`src/rtl/cpu_pkg.sv`:
```
// Shared encodings and widths for the 5-bit-PC CPU pipeline.
package cpu_pkg;
    localparam int PC_W = 5;
    localparam int XLEN = 32;

    localparam logic [3:0] JT_NONE = 4'd0;
    localparam logic [3:0] JT_BEQ  = 4'd1;
    localparam logic [3:0] JT_BNE  = 4'd2;
    localparam logic [3:0] JT_BLT  = 4'd3;
    localparam logic [3:0] JT_BGE  = 4'd4;
    localparam logic [3:0] JT_JAL  = 4'd5;
    localparam logic [3:0] JT_JALR = 4'd6;

    localparam logic [4:0] ALU_ADD  = 5'd0;
    localparam logic [4:0] ALU_SUB  = 5'd1;
    localparam logic [4:0] ALU_AND  = 5'd2;
    localparam logic [4:0] ALU_OR   = 5'd3;
    localparam logic [4:0] ALU_XOR  = 5'd4;
    localparam logic [4:0] ALU_SLL  = 5'd5;
    localparam logic [4:0] ALU_SRL  = 5'd6;
    localparam logic [4:0] ALU_SRA  = 5'd7;
    localparam logic [4:0] ALU_SLT  = 5'd8;
    localparam logic [4:0] ALU_SLTU = 5'd9;

    function automatic logic is_link(input logic [3:0] jt);
        return (jt == JT_JAL) || (jt == JT_JALR);
    endfunction
endpackage

```
`src/rtl/alu.sv`:
```
// Combinational 32-bit ALU; also used as the signed branch comparator.
module alu
    import cpu_pkg::*;
(
    input  logic [XLEN-1:0] a_i,
    input  logic [XLEN-1:0] b_i,
    input  logic [4:0]      op_i,
    output logic [XLEN-1:0] result_o
);
    always_comb begin
        result_o = '0;
        case (op_i)
            ALU_ADD:  result_o = a_i + b_i;
            ALU_SUB:  result_o = a_i - b_i;
            ALU_AND:  result_o = a_i & b_i;
            ALU_OR:   result_o = a_i | b_i;
            ALU_XOR:  result_o = a_i ^ b_i;
            ALU_SLL:  result_o = a_i << b_i[4:0];
            ALU_SRL:  result_o = a_i >> b_i[4:0];
            ALU_SRA:  result_o = $unsigned($signed(a_i) >>> b_i[4:0]);
            ALU_SLT:  result_o = {{(XLEN-1){1'b0}}, $signed(a_i) < $signed(b_i)};
            ALU_SLTU: result_o = {{(XLEN-1){1'b0}}, a_i < b_i};
            default:  result_o = '0;
        endcase
    end
endmodule

```
`src/rtl/execute_writeback.sv`:
```
// EX/WB half of the pipeline: forwarding, ALU, jump resolution, data memory
// and the register-file write port.
module execute_writeback
    import cpu_pkg::*;
#(
    parameter int DMEM_ADDR_W  = 5,
    parameter int FLUSH_CYCLES = 2
) (
    input  logic            clk,
    input  logic            rst,
    input  logic [31:0]     read_data1,
    input  logic [31:0]     read_data2,
    input  logic [4:0]      rs1_idx,
    input  logic [4:0]      rs2_idx,
    input  logic [31:0]     imm,
    input  logic [4:0]      in_write_reg,
    input  logic            in_reg_wrenable,
    input  logic [3:0]      jump_type,
    input  logic            mem_wrenable,
    input  logic            mem_to_reg,
    input  logic            alu_src,
    input  logic            halt,
    input  logic [4:0]      alu_op,
    input  logic [4:0]      pc,
    output logic [4:0]      jump_pc,
    output logic            should_jump,
    output logic [4:0]      out_write_reg,
    output logic [31:0]     write_data,
    output logic            out_reg_wrenable,
    output logic            done
);
    localparam int SQ_W = (FLUSH_CYCLES > 0) ? $clog2(FLUSH_CYCLES + 1) : 1;

    logic            ex_valid_q, ex_we_q, ex_mwe_q, ex_m2r_q, ex_asrc_q, ex_halt_q;
    logic [31:0]     ex_rd1_q, ex_rd2_q, ex_imm_q;
    logic [4:0]      ex_rs1_q, ex_rs2_q, ex_rd_q, ex_op_q, ex_pc_q;
    logic [3:0]      ex_jt_q;
    logic            wb_valid_q, wb_we_q;
    logic [4:0]      wb_rd_q;
    logic [31:0]     wb_data_q;
    logic [SQ_W-1:0] squash_q, squash_d;
    logic            halted_q, halted_d, done_q, cap_valid;

    logic [31:0] dmem [0:(2**DMEM_ADDR_W)-1];

    logic [31:0]     op_a, op_b, alu_b, alu_res, cmp_res, jalr_sum, ex_result;
    logic [PC_W-1:0] br_tgt, pc_inc;
    logic            fwd_a, fwd_b, cond, taken;
    logic [DMEM_ADDR_W-1:0] mem_addr;

    // Only the previous instruction needs bypassing; the regfile covers older ones.
    assign fwd_a = wb_valid_q && wb_we_q && (wb_rd_q == ex_rs1_q) && (ex_rs1_q != 5'd0);
    assign fwd_b = wb_valid_q && wb_we_q && (wb_rd_q == ex_rs2_q) && (ex_rs2_q != 5'd0);
    assign op_a  = fwd_a ? wb_data_q : ex_rd1_q;
    assign op_b  = fwd_b ? wb_data_q : ex_rd2_q;
    assign alu_b = ex_asrc_q ? ex_imm_q : op_b;

    alu u_alu (.a_i(op_a), .b_i(alu_b), .op_i(ex_op_q), .result_o(alu_res));
    alu u_cmp (.a_i(op_a), .b_i(op_b),  .op_i(ALU_SLT), .result_o(cmp_res));

    always_comb begin
        cond = 1'b0;
        case (ex_jt_q)
            JT_BEQ:         cond = (op_a == op_b);
            JT_BNE:         cond = (op_a != op_b);
            JT_BLT:         cond = (cmp_res != '0);
            JT_BGE:         cond = (cmp_res == '0);
            JT_JAL, JT_JALR: cond = 1'b1;
            default:        cond = 1'b0;
        endcase
    end

    assign taken       = ex_valid_q && cond;
    assign br_tgt      = ex_pc_q + ex_imm_q[PC_W-1:0];
    assign jalr_sum    = op_a + ex_imm_q;
    assign should_jump = taken;
    assign jump_pc     = !taken ? '0 : (ex_jt_q == JT_JALR) ? jalr_sum[PC_W-1:0] : br_tgt;
    assign pc_inc      = ex_pc_q + PC_W'(1);
    assign ex_result   = is_link(ex_jt_q) ? {{(XLEN-PC_W){1'b0}}, pc_inc} : alu_res;
    assign mem_addr    = alu_res[DMEM_ADDR_W-1:0];

    // Validity of the capture uses post-edge squash/halt state so the instruction
    // fetched alongside a taken jump or halt is already dropped.
    assign squash_d  = taken ? SQ_W'(FLUSH_CYCLES) :
                       (squash_q != '0) ? squash_q - SQ_W'(1) : squash_q;
    assign halted_d  = halted_q || (ex_valid_q && ex_halt_q);
    assign cap_valid = (squash_d == '0) && !halted_d;

    always_ff @(posedge clk) begin
        if (!rst && ex_valid_q && ex_mwe_q)
            dmem[mem_addr] <= op_b;
    end

    always_ff @(posedge clk or posedge rst) begin
        if (rst) begin
            ex_valid_q <= 1'b0; ex_we_q <= 1'b0; ex_mwe_q <= 1'b0; ex_m2r_q <= 1'b0;
            ex_asrc_q  <= 1'b0; ex_halt_q <= 1'b0;
            ex_rd1_q   <= '0; ex_rd2_q <= '0; ex_imm_q <= '0;
            ex_rs1_q   <= '0; ex_rs2_q <= '0; ex_rd_q <= '0; ex_op_q <= '0; ex_pc_q <= '0;
            ex_jt_q    <= '0;
            wb_valid_q <= 1'b0; wb_we_q <= 1'b0; wb_rd_q <= '0; wb_data_q <= '0;
            squash_q   <= '0; halted_q <= 1'b0; done_q <= 1'b0;
        end else begin
            ex_valid_q <= cap_valid;
            ex_we_q    <= in_reg_wrenable; ex_mwe_q <= mem_wrenable; ex_m2r_q <= mem_to_reg;
            ex_asrc_q  <= alu_src; ex_halt_q <= halt;
            ex_rd1_q   <= read_data1; ex_rd2_q <= read_data2; ex_imm_q <= imm;
            ex_rs1_q   <= rs1_idx; ex_rs2_q <= rs2_idx; ex_rd_q <= in_write_reg;
            ex_op_q    <= alu_op; ex_pc_q <= pc; ex_jt_q <= jump_type;
            wb_valid_q <= ex_valid_q;
            wb_we_q    <= ex_we_q && (ex_rd_q != 5'd0) && !ex_mwe_q;
            wb_rd_q    <= ex_rd_q;
            wb_data_q  <= ex_m2r_q ? dmem[mem_addr] : ex_result;
            squash_q   <= squash_d;
            halted_q   <= halted_d;
            if (ex_valid_q && ex_halt_q)
                done_q <= 1'b1;
        end
    end

    assign out_write_reg    = wb_rd_q;
    assign write_data       = wb_data_q;
    assign out_reg_wrenable = wb_valid_q && wb_we_q;
    assign done             = done_q;
endmodule

```
`config.mk`:
```
export PLATFORM = sky130hd
export DESIGN_NAME = execute_writeback
export DESIGN_NICKNAME = d
export VERILOG_FILES = /design/src/rtl/cpu_pkg.sv /design/src/rtl/alu.sv /design/src/rtl/execute_writeback.sv
export SDC_FILE = /design/constraint.sdc
export NUM_CORES = 2
export LEC_CHECK = 0
export ABC_AREA = 1
export CORE_MARGIN = 5
export CORE_UTILIZATION = 55
export DETAILED_ROUTE_END_ITERATION = 10
export GPL_TIMING_DRIVEN = 0
export PLACE_DENSITY = 0.82
export SYNTH_ARGS = -nofsm -noshare
export SYNTH_HDL_FRONTEND = slang
export SYNTH_HIERARCHICAL = 1
export SYNTH_SLANG_ARGS = --single-unit
```
`constraint.sdc`:
```
create_clock -name clk -period 6.5 [get_ports clk]
set_input_delay 0.975 -clock clk [delete_from_list [all_inputs] [get_ports clk]]
set_output_delay 0.975 -clock clk [all_outputs]
set_load 0.02 [all_outputs]
```
==> impl_summary.md, run 1 <==
Run status
The flow did not finish. The stopping stage is 5_1_grt. The first error in the log reads "[ERROR GRT-0232] Routing congestion too high. Check the congestion heatmap in the GUI".

CTS
TritonCTS created 112 clock buffers. The tree built by TritonCTS fans out to 1198 sinks. In this run the number of H-tree levels came out at 3. No sink is reached through more buffers than the 3 on the longest clock path. CTS placed an instance of sky130_fd_sc_hd__clkbuf_16 at the clock tree root.

Timing
Once global-route timing repair stopped, the endpoint with the least setup slack was jump_pc[0]. The kind of endpoint with the least setup slack is a top-level output.

Synth
The post-synthesis average cell area is 8.93 um^2. The number of library cell types mapped by synthesis is 60. The most frequently used flop master after synthesis is sky130_fd_sc_hd__edfxtp_1. The netlist area before placement is 66000 um^2. Sorting the synthesized cells by how often they occur yields 2021 x sky130_fd_sc_hd__nand2_1, 1024 x sky130_fd_sc_hd__edfxtp_1, 810 x sky130_fd_sc_hd__nand3_1. Summed over all instances, the cell type with the most area after synthesis is sky130_fd_sc_hd__edfxtp_1. Sequential cells were found to cover 53.2% of the synthesized design area. After synthesis, the cell types taking the most area are sky130_fd_sc_hd__edfxtp_1 47%, sky130_fd_sc_hd__nand2_1 11%, sky130_fd_sc_hd__dfrtp_1 6.6%. The most repeated cell in the gate-level netlist after synthesis is sky130_fd_sc_hd__nand2_1. The share of flip-flops with an asynchronous set or reset is 14.5%. The total of flip-flops plus latches after synthesis is 1198. The Yosys step of the flow raised 6 warnings. The gate count after technology mapping is 7391. The area share of the largest cell type after synthesis is 46.6%.

The number of flops mapped to enable cells by yosys is 1024.

Placement
The number of input and output port buffers inserted is 176. In this run, placement finished with an instance count of 9263. OpenSTA, run right after detailed placement, puts the worst setup slack at -3510 ps.

At the end of routability-driven placement, the weighted congestion stood at 1.11. The estimated wirelength of the detail-placed design is 246000 um.

Floorplan
During I/O placement, the number of pins put on the boundary was 177. The initial core utilization is 55.2%. The total number of placement rows is 127. The die is 356 um wide. The die is 356 um tall.

Global route
The number of antenna violations at the first check in global routing is 96. The total congestion overflow after global routing is 173. The total global routing track utilization is 74.9%. Entering global routing, the biggest net connects 108 pins.
-- timing repair --
action                                   CTS
gates resized for setup                  767
hold buffers                               0
cloned                                    22
pin swaps                                126
endpoints found under the setup margin  1065
setup buffers                            206
-- metal layers --
metal	global-route usage [%]	overflow
met1	78.1	16
met2	87.2	69
met3	62.4	33
met4	68.9	52
met5	40.4	3
-- through the flow --
stage	hold slack (ps)	area, um^2
global placement	362	69900
CTS	378	80100
floorplan	354	66100
detailed placement	362	71600
-- cells by family after synthesis --
group	after synthesis	synth area share [%]
xor gates and xnor gates	14	0.186
DFF	1198	53.2
muxes	1	0.0152
and+or+nand+nor	3615	23.8
AOI/OAI and AO/OA	1244	12.0
adders and majority gates	208	4.00
buffers and inverters	1109	6.85
other	2	0.0114
==> run 2: changes to the inputs <==
Settings changed: CORE_UTILIZATION 55 to 40, PLACE_DENSITY 0.82 to default, PLACE_DENSITY_LB_ADDON from default to 0.15.
Clock period 6.5 ns to 8.45 ns, I/O delays scaled along.
==> run 2 against run 1 <==
The flow now finishes, with violations (max-capacitance violations, max-slew violations, negative setup slack). Synthesized cell count did not move. Area after synthesis did not move.
==> impl_summary.md, run 2 <==
Run status
The flow ran to the end, but the final reports show violations. The checks that failed: max-capacitance violations, max-slew violations, negative setup slack.

Timing
The pin slew with the least headroom to its limit is 1540 ps. The worst relative slew slack is -2.80%. The setup clock skew after layout is 66.5 ps.

Subtracting the final worst setup slack from the clock period gives 8540 ps. Across all hold checks on the routed design, the worst slack comes to 371 ps. The sum of negative setup slack is -93.1 ps. Timing would allow up to 117 MHz.

The final count of pins violating max slew is 13. The final critical path takes up 101% of the cycle. The number of hold violations in the final report is 0. After layout, the worst setup slack is -93.1 ps. The count of endpoints failing setup in the final report is 1. Setup repair after global routing could not meet its margin everywhere.

CTS
The number of levels the H-tree was split into is 4. After clock tree synthesis, the clock-pin slew on the worst setup and hold paths is 60 ps. The number of buffers inserted during clock tree synthesis is 130. The buffer levels on the longest clock path is 3. The CTS tree is yes. The clock root buffer master is sky130_fd_sc_hd__clkbuf_16. In this run, post-CTS hold repair placed 0 buffers. The clock sink count is 1198. The insertion delay to the later sink of the worst-skew pair is 810 ps.

Synth
The number of flops mapped to enable cells by yosys is 1024. In the post-synthesis netlist, the biggest area contributors are sky130_fd_sc_hd__edfxtp_1 47%, sky130_fd_sc_hd__nand2_1 11%, sky130_fd_sc_hd__dfrtp_1 6.6%. The yosys synthesis warning count is 6. Among all cell types in the netlist, the one instantiated most often is sky130_fd_sc_hd__nand2_1. The netlist area before placement is 66000 um^2.

Summed over all instances, the cell type with the most area after synthesis is sky130_fd_sc_hd__edfxtp_1. The area share of the largest cell type after synthesis is 46.6%. By count the netlist is led by 2021 x sky130_fd_sc_hd__nand2_1, 1024 x sky130_fd_sc_hd__edfxtp_1, 810 x sky130_fd_sc_hd__nand3_1. Of all flip-flops after synthesis, the portion carrying an async set or reset was 14.5%. The total of flip-flops plus latches after synthesis is 1198.

The most frequently used flop master after synthesis is sky130_fd_sc_hd__edfxtp_1. Synthesis produced 7391 cells. A synthesized cell averages 8.93 um^2. The sequential cell area fraction in the yosys report is 53.2%.

The number of library cell types mapped by synthesis is 60.

Floorplan
The core region area is 165000 um^2. The die extent in x is 416 um. The die is 416 um tall.

After floorplanning, the core was divided into 149 placement rows. The I/O pin total is 177. The floorplan step defined a die boundary enclosing 173000 um^2. The initial core utilization is 40.1%.

Layout
The register with the most flip-flops is dmem. In the layout the commonest cells are 1971 x sky130_fd_sc_hd__nand2_1, 1024 x sky130_fd_sc_hd__edfxtp_1, 809 x sky130_fd_sc_hd__nand3_1, 687 x sky130_fd_sc_hd__inv_1, 446 x sky130_fd_sc_hd__a22oi_1. The sequential cells in the finished layout cover a total of 35100 um^2.

The commonest non-fill, non-tap cell in the layout is sky130_fd_sc_hd__nand2_1. The area of all placed cells without fillers is 78400 um^2. The number of inserted filler cells in the final layout is 15800. The register with the most flip-flops in the layout has 1024 of them. The growth of design area from synthesis to finish is 18.7%. Cells with a size suffix above 1 make up 10.4% of the layout. In the final layout, the multi-input gates occupy 27700 um^2. The number of nets in the layout is 8205.

Route
The overall routed net length is 350000 um. The detailed-route wire length per cell is 34.4 um. The detailed route wirelength on metal2 is 155000 um. The highest layer touched by signal routing is met5. After detailed routing, the number of remaining DRC violations is 0. The number of routed nets with antenna violations is 0.

For this block, wires on met1 add up to 135000 um. For this block, the initial DRC count from the detailed router was 8667. The met3 wirelength from detailed routing is 33500 um. The detailed-route vias per instance is 6.09. For this block, the via count after detailed routing is 61800. The number of detailed-routing iterations run before antenna repair is 8.

Power
The power per unit of standard cell area is 195 nW/um^2. The fraction of power spent switching nets is 32.1%. The design internal power is 10.4 mW. Combinational logic is responsible for 20.4% of the overall power.

VDD sags by at most 0.274 mV. In this run the power spent charging and discharging nets is 4.91 mW. In this run the static leakage power is 32.1 nW. The clock power share is 36.3%.

The sequential power share is 43.3%.

Global route
The maximum number of pins on one net before global-route repair is 112. The number of antenna violations at the first check in global routing is 25. The total congestion overflow after global routing is 0. The via count of the first global-routing pass is 56900.

The global-route wire length before repair is 470000 um. In the global route stage, overall resource usage came out at 38.9%.

Worst setup path
The worst setup path is captured at a register. The cell that appears most often on the critical path is sky130_fd_sc_hd__nand2_1. The setup slack on the worst flop-to-flop path is -90 ps. The largest individual stage delay along the critical path comes from the cell sky130_fd_sc_hd__clkbuf_1. The arrival time of the worst setup path is 9150 ps.

For the worst setup path, the data required time is 9050 ps. The kind of critical path is register to register. The largest fanout on the critical path is 12.

The worst setup path is launched from a register. The peak per-stage delay on the critical path is 1180 ps.

Hold path
The path category of the worst min-delay check is register to register.

Placement
At the placement stage, the worst setup path has a slack of -2300 ps. The placed instances occupy a cell area of 72500 um^2. Detailed placement ended at an HPWL of 263000 um.

In this run the tool buffered the top-level ports with 176 buffer cells. The final weighted congestion of routability-driven global placement is 1.07.

Job
Across the run, the number of max-cap violations was 1.
## run 2: cell counts after synthesis
Identical to the previous run, type by type.
## run 2: layout make-up
class | count | area share (%)
tap | 2189 | 3.49
clock buffer | 166 | 4.45
antenna | 8 | 0.0255
sequential | 1198 | 44.8
buffer | 365 | 2.42
timing repair inverter | 1 | 0.00638
inverter | 737 | 3.57
timing repair buffer | 326 | 5.29
multi-input combinational | 5106 | 35.3
clock inverter | 60 | 0.672
## run 2: cells by family (layout without fill, tap and decap cells)
logic type / after synthesis / after routing / synth area share (%)
AOI/OAI and AO/OA: 1244 / 1246 / 12.0
xor gates and xnor gates: 14 / 14 / 0.186
adders and majority gates: 208 / 208 / 4.00
buffers and inverters: 1109 / 1655 / 6.85
DFF: 1198 / 1198 / 53.2
muxes: 1 / 1 / 0.0152
other: 2 / 28 / 0.0114
and+or+nand+nor: 3615 / 3617 / 23.8
## run 2: stage by stage
stage	util (%)	instances	power (mW)
3_5_place_dp	44.1	9846	9.63
6_report	47.6	10200	15.3
4_1_cts	47.3	10100	15.2
2_1_floorplan	-	7409	8.22
3_3_place_gp	42.9	9774	9.57
5_1_grt	47.6	10100	15.7
## run 2: worst paths after layout
| path | cells after the start | from | endpoint |
|---|---|---|---|
| setup reg to reg | 30 | out_write_reg[3] | write_data[5] |
| min in group asynchronous | 2 | rst | ex_rd2_q[5] |
| hold / removal | 0 | ex_rd_q[3] | out_write_reg[3] |
| setup / recovery | 30 | out_write_reg[3] | write_data[5] |
| max in group asynchronous | 3 | rst | ex_rd2_q[4] |
| hold reg to reg | 0 | ex_rd_q[3] | out_write_reg[3] |
## run 2: power groups by stage
stage	clock network (mW)	registers (mW)	logic (mW)
floorplan	0	6.69	1.54
global placement	0	6.75	2.83
detailed placement	0	6.74	2.89
CTS	5.58	6.61	2.96
global route	5.84	6.61	3.26
finish	5.55	6.62	3.13
## run 2: critical path: cells and delay by family (launching register included)
kind	cells	cell delay [ps]
adders and majority gates	1	400
xor gates and xnor gates	1	190
buffers and inverters	11	3460
AOI/OAI and AO/OA	5	1430
DFF	1	420
and+or+nand+nor	12	2460
## run 2: routing by layer
layer / up-vias / global-route usage [%]
li1: 26700 / -
met2: 3767 / 60.6
met4: 12 / 23.2
met3: 860 / 7.49
met5: - / 0
met1: 30500 / 50.6
## run 2: what timing repair did
item	CTS	global route
gates resized for setup	147	177
gates cloned	5	0
endpoints found under the setup margin	1062	1062
pin swaps	37	6
setup buffers	66	12
Note: power is estimated with default switching activity, not from simulation.
